<file path="config.mk">
export PLATFORM = sky130hd
export DESIGN_NAME = io_tile_shadowed
export DESIGN_NICKNAME = d
export VERILOG_FILES = /design/src/rtl/io_tile_pkg.sv /design/src/rtl/io_tile_config_shadow.sv /design/src/rtl/io_tile_shadowed.sv
export SDC_FILE = /design/constraint.sdc
export NUM_CORES = 1
export LEC_CHECK = 0
export ABC_AREA = 1
export CAP_MARGIN = 30
export CORE_AREA = 2 2 86 121
export DETAILED_ROUTE_END_ITERATION = 8
export DIE_AREA = 0 0 88 123
export PLACE_DENSITY_LB_ADDON = 0.08
export SLEW_MARGIN = 30
export SYNTH_ARGS = -nofsm -noshare
export SYNTH_HDL_FRONTEND = slang
export SYNTH_SLANG_ARGS = --single-unit
</file>
<file path="constraint.sdc">
create_clock -name clock -period 1.95 [get_ports clock]
set_clock_uncertainty 0.2 [all_clocks]
set_input_delay 0.195 -clock clock [delete_from_list [all_inputs] [get_ports clock]]
set_output_delay 0.195 -clock clock [all_outputs]
set_load 0.1 [all_outputs]
</file>
<file path="src/rtl/io_tile_pkg.sv">
// Shared sizing and shadow-field layout helpers for the shadowed IO tile.
package io_tile_pkg;

    function automatic int clog2(input int unsigned v);
        int r;
        r = 0;
        while ((64'd1 << r) < 64'(v)) r++;
        return r;
    endfunction

    function automatic int pad_w(input int sel_o);
        return sel_o + 3;
    endfunction

    function automatic int config_width(input int io_count, input int ic_width);
        return io_count * pad_w(clog2(ic_width)) + ic_width * clog2(io_count + 1);
    endfunction

    function automatic int pad_base(input int i, input int pw);
        return i * pw;
    endfunction

    function automatic int ic_base(input int j, input int io_count, input int pw, input int sel_i);
        return io_count * pw + j * sel_i;
    endfunction

    function automatic int out_reg_off(input int sel_o);
        return sel_o;
    endfunction

    function automatic int in_reg_off(input int sel_o);
        return sel_o + 1;
    endfunction

    function automatic int oe_off(input int sel_o);
        return sel_o + 2;
    endfunction

endpackage

</file>
<file path="src/rtl/io_tile_config_shadow.sv">
// Serial config chain with frame-length check; commits a complete frame into the shadow.
module io_tile_config_shadow
    import io_tile_pkg::*;
#(
    parameter int CONFIG_WIDTH = 58
) (
    input  logic                    clock,
    input  logic                    nreset,
    input  logic                    config_in,
    input  logic                    config_enable,
    input  logic                    config_commit,
    output logic                    config_out,
    output logic                    config_active,
    output logic                    config_error,
    output logic [CONFIG_WIDTH-1:0] shadow
);

    localparam int CNT_W = clog2(CONFIG_WIDTH + 2);

    logic [CONFIG_WIDTH-1:0] sr;
    logic [CNT_W-1:0]        cnt;

    always_ff @(posedge clock) begin
        if (!nreset) begin
            sr            <= '0;
            cnt           <= '0;
            shadow        <= '0;
            config_active <= 1'b0;
            config_error  <= 1'b0;
        end else if (config_enable) begin
            sr <= {sr[CONFIG_WIDTH-2:0], config_in};
            // Saturating one past a full frame keeps over-length frames distinguishable.
            if (cnt != CNT_W'(CONFIG_WIDTH + 1)) cnt <= cnt + 1'b1;
            if (config_commit) config_error <= 1'b1;
        end else if (config_commit) begin
            cnt <= '0;
            if (cnt == CNT_W'(CONFIG_WIDTH)) begin
                shadow        <= sr;
                config_active <= 1'b1;
                config_error  <= 1'b0;
            end else begin
                config_error  <= 1'b1;
            end
        end
    end

    assign config_out = sr[CONFIG_WIDTH-1];

endmodule

</file>
<file path="src/rtl/io_tile_shadowed.sv">
// Parametrised IO tile: per-pad routing with optional registering, driven by a committed shadow config.
module io_tile_shadowed
    import io_tile_pkg::*;
#(
    parameter int IO_COUNT = 4,
    parameter int IC_WIDTH = 10
) (
    input  logic                clock,
    input  logic                nreset,
    input  logic                config_in,
    output logic                config_out,
    input  logic                config_enable,
    input  logic                config_commit,
    output logic                config_active,
    output logic                config_error,
    input  logic [IO_COUNT-1:0] data_from_io,
    output logic [IO_COUNT-1:0] data_to_io,
    output logic [IO_COUNT-1:0] io_oe,
    input  logic [IC_WIDTH-1:0] data_from_ic,
    output logic [IC_WIDTH-1:0] data_to_ic
);

    localparam int SEL_O        = clog2(IC_WIDTH);
    localparam int SEL_I        = clog2(IO_COUNT + 1);
    localparam int PAD_W        = pad_w(SEL_O);
    localparam int CONFIG_WIDTH = config_width(IO_COUNT, IC_WIDTH);

    logic [CONFIG_WIDTH-1:0] shadow;
    logic [IO_COUNT-1:0]     v, p, qo, qi, to_io_raw, oe_raw;
    logic [IC_WIDTH-1:0]     to_ic_raw;

    io_tile_config_shadow #(
        .CONFIG_WIDTH(CONFIG_WIDTH)
    ) u_cfg (
        .clock        (clock),
        .nreset       (nreset),
        .config_in    (config_in),
        .config_enable(config_enable),
        .config_commit(config_commit),
        .config_out   (config_out),
        .config_active(config_active),
        .config_error (config_error),
        .shadow       (shadow)
    );

    // Selects are matched against each legal index, so out-of-range codes fall through to 0.
    always_comb begin
        v         = '0;
        p         = '0;
        to_io_raw = '0;
        oe_raw    = '0;
        to_ic_raw = '0;
        for (int unsigned i = 0; i < IO_COUNT; i++) begin
            for (int unsigned k = 0; k < IC_WIDTH; k++) begin
                if (shadow[pad_base(i, PAD_W) +: SEL_O] == SEL_O'(k)) v[i] = data_from_ic[k];
            end
            to_io_raw[i] = shadow[pad_base(i, PAD_W) + out_reg_off(SEL_O)] ? qo[i] : v[i];
            p[i]         = shadow[pad_base(i, PAD_W) + in_reg_off(SEL_O)] ? qi[i] : data_from_io[i];
            oe_raw[i]    = shadow[pad_base(i, PAD_W) + oe_off(SEL_O)];
        end
        for (int unsigned j = 0; j < IC_WIDTH; j++) begin
            for (int unsigned k = 0; k < IO_COUNT; k++) begin
                if (shadow[ic_base(j, IO_COUNT, PAD_W, SEL_I) +: SEL_I] == SEL_I'(k)) to_ic_raw[j] = p[k];
            end
        end
    end

    always_ff @(posedge clock) begin
        if (!nreset) begin
            qo <= '0;
            qi <= '0;
        end else begin
            qo <= v;
            qi <= data_from_io;
        end
    end

    assign data_to_io = config_active ? to_io_raw : '0;
    assign io_oe      = config_active ? oe_raw : '0;
    assign data_to_ic = config_active ? to_ic_raw : '0;

endmodule

</file>
* Word-level counts from Yosys, hierarchy flattened
Index checks and enable logic that the tools add are counted.
Word-level totals: input bits 19, output and inout port bits 21, word-level logic and storage cells 193, flip-flop bits (word level) 132
Cells by class: equal/unequal tests 69, bitwise operators 1, muxes and demuxes 98, reduce and logical (&&, ||, !) cells 17, $add $sub $neg 1
Operators with widths (number):
- 2-to-1 mux 1 bit | 92
- == test 4 x 3 -> 1 bit (second input constant) | 16
- == test 3 x 2 -> 1 bit (second input constant) | 20
- == test 4 x 2 -> 1 bit (second input constant) | 8
- == test 4 bit (second input constant) | 8
- == test 3 x 1 -> 1 bit (second input constant) | 10
- zero test 3 bit | 10
- 2-to-1 mux 6 bit | 3
- == test 4 x 1 -> 1 bit (second input constant) | 4
- zero test 4 bit | 4
- 2-to-1 mux 10 bit | 1
- 2-to-1 mux 4 bit | 2
- adder 6 x 1 -> 6 bit (second input constant) | 1
- == test 6 bit (second input constant) | 1
- inequality test 6 bit (second input constant) | 1
- AND reduction 3 bit | 1
- inequality test 2 x 1 -> 1 bit (second input constant) | 1
- AND reduction 2 bit | 1
- nonzero test 2 bit | 1
- NOT 1 bit | 1

* Depth between registers and ports, before layout
depth in word-level cells 13, depth in mapped cells 9

* Hierarchy
Synthesis repeated with hierarchy kept, for this count alone.
Unflattened totals: cell total of the unflattened synthesis 815, area, all modules 5627.9 sq um
Modules (own cells, without submodules):
- io_tile_config_shadow | cells an instance 566, area an instance 4413.0 sq um, times used 1
- io_tile_shadowed | cells an instance 249, area an instance 1214.9 sq um, times used 1

* Worst setup path after synthesis
OpenSTA, ideal clock, no wires.
kind register -> output, start point reg u_cfg.config_active, end point out data_to_ic[0], required time 1555 ps, path buffers 1, path slack -1330 ps, cell stages (with the launch flop) 6, arrival time 2885 ps, path through dfxtp_1 -> inv_1 -> clkbuf_1 -> nor2_1 -> o21ai_0 -> nor2_1
On the way: cells in the longest elaborated chain, start to end 1
RTL lines:
- start: declaration | RTL line io_tile_config_shadow.sv:13 | output logic config_active,
- start signal: assignment | RTL line io_tile_config_shadow.sv:28 | config_active <= 1'b0;
- start signal: assignment | RTL line io_tile_config_shadow.sv:39 | config_active <= 1'b1;
- 2-to-1 mux 10 bit | RTL line io_tile_shadowed.sv:80 | assign data_to_ic = config_active ? to_ic_raw : '0;
- end: declaration | RTL line io_tile_shadowed.sv:20 | output logic [IC_WIDTH-1:0] data_to_ic
Every way passes these cells.

* Final worst setup path
start point reg u_cfg.shadow[26], end point out data_to_ic[6]
On the way: cells in the longest elaborated chain, start to end 3
RTL lines:
- start: declaration | RTL line io_tile_config_shadow.sv:15 | output logic [CONFIG_WIDTH-1:0] shadow
- start signal: assignment | RTL line io_tile_config_shadow.sv:38 | shadow <= sr;
- 2-to-1 mux 1 bit | RTL line io_tile_shadowed.sv:58 | p[i] = shadow[pad_base(i, PAD_W) + in_reg_off(SEL_O)] ? qi[i] : data_from_io[i];
- 2-to-1 mux 1 bit | RTL line io_tile_shadowed.sv:63 | if (shadow[ic_base(j, IO_COUNT, PAD_W, SEL_I) +: SEL_I] == SEL_I'(k)) to_ic_raw[j] = p[k];
- 2-to-1 mux 10 bit | RTL line io_tile_shadowed.sv:80
Every way passes these cells.

==> flow_results.xml <==
<?xml version="1.0" encoding="UTF-8"?>
<metrics>
  <group name="hold_path">
    <metric name="worst_min_delay_path_category" unit="">input port to register</metric>
    <metric name="whs_path_depth" unit="">3</metric>
  </group>
  <group name="critical_path">
    <metric name="worstSetupStartpointType" unit="">register</metric>
    <metric name="worstPathArrival" unit="ns">1.67</metric>
    <metric name="critical_path_class" unit="">register to output pin</metric>
    <metric name="critical_path_peak_fanout" unit="">5</metric>
    <metric name="critical_path_required" unit="ns">1.55</metric>
    <metric name="worst-r2r-cell-count" unit="">6</metric>
    <metric name="endpoint_kind" unit="">output pin</metric>
  </group>
  <group name="timing">
    <metric name="hold-worst-slack" unit="ns">0.0612</metric>
    <metric name="grt_setup_unrepaired" unit="">yes</metric>
    <metric name="layout_min_cycle_time" unit="ns">2.06</metric>
    <metric name="final_hold_vios" unit="">0</metric>
    <metric name="fmax" unit="MHz">484</metric>
    <metric name="slew_violations" unit="">0</metric>
    <metric name="setup_viol" unit="">14</metric>
    <metric name="fin_ws" unit="ns">-0.115</metric>
    <metric name="timing.final.crit_share" unit="">1.06</metric>
    <metric name="timing.max_slew.rel_slack" unit="">0.691</metric>
    <metric name="worst_slew_pin_slew" unit="ns">0.463</metric>
  </group>
  <group name="die">
    <metric name="die_x" unit="µm">88</metric>
    <metric name="design.die.area" unit="mm²">0.0108</metric>
    <metric name="dieHeight" unit="µm">123</metric>
    <metric name="top_level_ports" unit="">40</metric>
    <metric name="floorplan.core_area" unit="mm²">0.00974</metric>
    <metric name="row_count" unit="">43</metric>
    <metric name="initial_utilization" unit="">0.564</metric>
  </group>
  <group name="cts">
    <metric name="cts_inserted_buffers" unit="">17</metric>
    <metric name="cts_num_sinks" unit="">132</metric>
    <metric name="cts.path.max_buffers" unit="">2</metric>
    <metric name="tritoncts" unit="">done</metric>
    <metric name="clkTransAtPathRegs" unit="ns">0.06</metric>
    <metric name="cts_root_buffer" unit="">sky130_fd_sc_hd__clkbuf_16</metric>
    <metric name="hold_buffers" unit="">0</metric>
    <metric name="clkLatencyLatePin" unit="ns">0.41</metric>
    <metric name="ctsHtreeMaxLevel" unit="">4</metric>
  </group>
  <group name="place">
    <metric name="dpl.cell_count" unit="">943</metric>
    <metric name="place_hpwl" unit="mm">8.81</metric>
    <metric name="globalplace.congestion" unit="">0.883</metric>
    <metric name="numPortBuffers" unit="">39</metric>
  </group>
  <group name="detailed_routing">
    <metric name="detail_route.wirelength" unit="mm">14.5</metric>
    <metric name="drc" unit="">0</metric>
    <metric name="via_per_inst" unit="">5.41</metric>
    <metric name="average_wire_per_standard_cell" unit="µm">14.6</metric>
    <metric name="drtAntennaViolNets" unit="">0</metric>
    <metric name="detailedRoute.firstPassIterationCount" unit="">5</metric>
    <metric name="via_count" unit="">5359</metric>
    <metric name="initialDrtViolationCount" unit="">419</metric>
  </group>
  <group name="pwr">
    <metric name="power_switching" unit="W">0.00150</metric>
    <metric name="internal_power" unit="W">0.00489</metric>
    <metric name="comb_power_share" unit="">0.068</metric>
    <metric name="power_density" unit="mW/mm²">857</metric>
    <metric name="p_total" unit="W">0.00639</metric>
    <metric name="vdd.ir_drop.worst" unit="mV">0.662</metric>
    <metric name="switching_share" unit="">0.235</metric>
    <metric name="power.sequential.fraction" unit="">0.444</metric>
    <metric name="p_clk_frac" unit="">0.488</metric>
    <metric name="total_leakage_power" unit="nW">3.03</metric>
  </group>
  <group name="grt">
    <metric name="maximum_number_of_pins_on_one_net_before_global_route_repair" unit="">44</metric>
    <metric name="first_global_vias" unit="">5113</metric>
    <metric name="grt_antenna_before_repair" unit="">0</metric>
    <metric name="gr-usage-all-layers" unit="">0.273</metric>
    <metric name="grt.overflow.total" unit="">0</metric>
    <metric name="first_pass_grt_wire_length" unit="mm">23.2</metric>
  </group>
  <group name="synthesis">
    <metric name="yosysMostFrequentCell" unit="">sky130_fd_sc_hd__nor2_1</metric>
    <metric name="syn-mean-instance-area" unit="µm²">7.04</metric>
    <metric name="syn-num-nets" unit="">801</metric>
    <metric name="synth_cells" unit="">780</metric>
    <metric name="synth_enable_flop_cells" unit="">0</metric>
    <metric name="postSynth.asyncResetShare" unit="">0</metric>
    <metric name="synth.ff_latch_count" unit="">132</metric>
    <metric name="synth_common_cells" unit="">sky130_fd_sc_hd__nor2_1, sky130_fd_sc_hd__o21ai_0, sky130_fd_sc_hd__dfxtp_1</metric>
    <metric name="synth_largest_type_area_fraction" unit="">0.481</metric>
    <metric name="register_area_share_after_synthesis" unit="">0.481</metric>
    <metric name="synth.largest_area_cell" unit="">sky130_fd_sc_hd__dfxtp_1</metric>
    <metric name="synth_top_cells_by_area" unit="">sky130_fd_sc_hd__dfxtp_1, sky130_fd_sc_hd__o21ai_0, sky130_fd_sc_hd__nor2_1</metric>
    <metric name="synth_cell_types" unit="">25</metric>
    <metric name="synth_flop_cell" unit="">sky130_fd_sc_hd__dfxtp_1</metric>
    <metric name="synthesis.yosys.warnings" unit="">0</metric>
    <metric name="syn_area" unit="mm²">0.00549</metric>
  </group>
  <group name="finish">
    <metric name="layout.nets" unit="">863</metric>
    <metric name="flow.area_growth_from_synthesis" unit="%">35.8</metric>
    <metric name="final_layout_size_suffix_gt1_frac" unit="">0.234</metric>
    <metric name="non_filler_instances" unit="">990</metric>
    <metric name="n_fill_cell" unit="">695</metric>
    <metric name="diodes_inserted" unit="">0</metric>
    <metric name="finish.utilization" unit="">0.766</metric>
  </group>
  <group name="status">
    <metric name="result_of_the_run" unit="">finished, violations left</metric>
    <metric name="violations_in_the_final_reports" unit="">negative setup slack</metric>
  </group>
  <group name="job">
    <metric name="max_cap_viol_count" unit="">0</metric>
  </group>
</metrics>
==> cell usage in the layout, fill, tap and decap left out, drive strengths merged, types with 2 or more instances in the layout <==
cell	synthesis	final
ha	2	2
dfxtp	132	132
o211ai	4	4
clkinv	1	8
nand2	74	74
o21ai	157	157
clkinvlp	0	7
nand4	2	2
clkdlybuf4s50	0	16
inv	73	70
a21oi	61	61
nor2	204	204
or2	3	3
clkbuf	24	19
nand3	26	26
buf	14	64
bufinv	0	2
==> flip-flops by register name (all words and copies together), names as in the netlist <==
register / flops
qi: 4
u_cfg.config_active: 1
u_cfg.sr: 58
u_cfg.shadow: 58
u_cfg.cnt: 6
u_cfg.config_error: 1
qo: 4
==> area by class of cell <==
class                   count  area, µm²  area share
clock buffers              19        454      0.0609
clock inverters            13        133      0.0178
inverters                  74        302      0.0404
multi-input cells         536       2760       0.370
flip-flops and latches    132       2680       0.359
well taps                 135        169      0.0226
repair buffers             81        966       0.130
==> metal layers <==
layer | part of all wire | vias to the layer above | routed length [µm] | global-route usage
met5 | 0 | - | 0 | 0
met4 | 0.022 | 0 | 312 | 0.109
met3 | 0.046 | 32 | 665 | 0.0607
met2 | 0.52 | 159 | 7510 | 0.486
met1 | 0.41 | 2522 | 5960 | 0.313
li1 | - | 2646 | - | -
==> kinds of logic (layout without fill, tap and decap cells) <==
| logic type | count (synthesis) | in the layout | synth area share |
|---|---|---|---|
| AO/OA/AOI/OAI | 223 | 223 | 0.206 |
| XOR/XNOR | 1 | 1 | 0.00159 |
| adder cells (fa/ha/maj) | 2 | 2 | 0.00455 |
| buffers and inverters | 112 | 187 | 0.0834 |
| flip-flops | 132 | 132 | 0.481 |
| AND/OR/NAND/NOR | 310 | 310 | 0.223 |
==> stage by stage <==
step	area, µm²	worst slack (ns)	setup TNS (ns)
floorplan	5600	0.00160	0
global route	7460	-0.169	-1.94
global placement	6410	-0.0889	-0.769
CTS	7310	-0.0987	-0.992
detailed placement	6410	-0.121	-1.05
finish	7460	-0.115	-1.12
==> path summary, 6_finish.rpt <==
| kind | startpoint | to | slack, ns |
|---|---|---|---|
| setup / recovery | u_cfg.shadow[26] | data_to_ic[6] | -0.11 |
| hold / removal | nreset | u_cfg.shadow[12] | 0.06 |
| setup reg to reg | u_cfg.cnt[0] | u_cfg.shadow[52] | 0.26 |
| hold reg to reg | u_cfg.shadow[35] | u_cfg.shadow[35] | 0.28 |
==> critical path: stages (launching register included) <==
cell,delay (ns)
sky130_fd_sc_hd__dfxtp_2,0.34
sky130_fd_sc_hd__inv_2,0.04
sky130_fd_sc_hd__or2_4,0.23
sky130_fd_sc_hd__nand2_4,0.07
sky130_fd_sc_hd__buf_6,0.13
sky130_fd_sc_hd__inv_2,0.07
sky130_fd_sc_hd__a21oi_4,0.16
sky130_fd_sc_hd__nor2_4,0.05
sky130_fd_sc_hd__buf_12,0.16
==> power by group through the flow <==
stage | Clock (W) | Combinational [W] | Sequential, W
2_1_floorplan | 0 | 0.000229 | 0.00290
3_3_place_gp | 0 | 0.000380 | 0.00290
3_5_place_dp | 0 | 0.000388 | 0.00290
4_1_cts | 0.00315 | 0.000416 | 0.00284
5_1_grt | 0.00326 | 0.000481 | 0.00285
6_report | 0.00312 | 0.000433 | 0.00284
==> timing repair <==
| item | CTS | global route |
|---|---|---|
| resized for setup | 102 | 38 |
| buffers inserted | 10 | 4 |
| pin swaps | 27 | 23 |
| cloned | 1 | 0 |
| setup endpoints to repair | 14 | 14 |
Power figures use the tool's default switching activity.
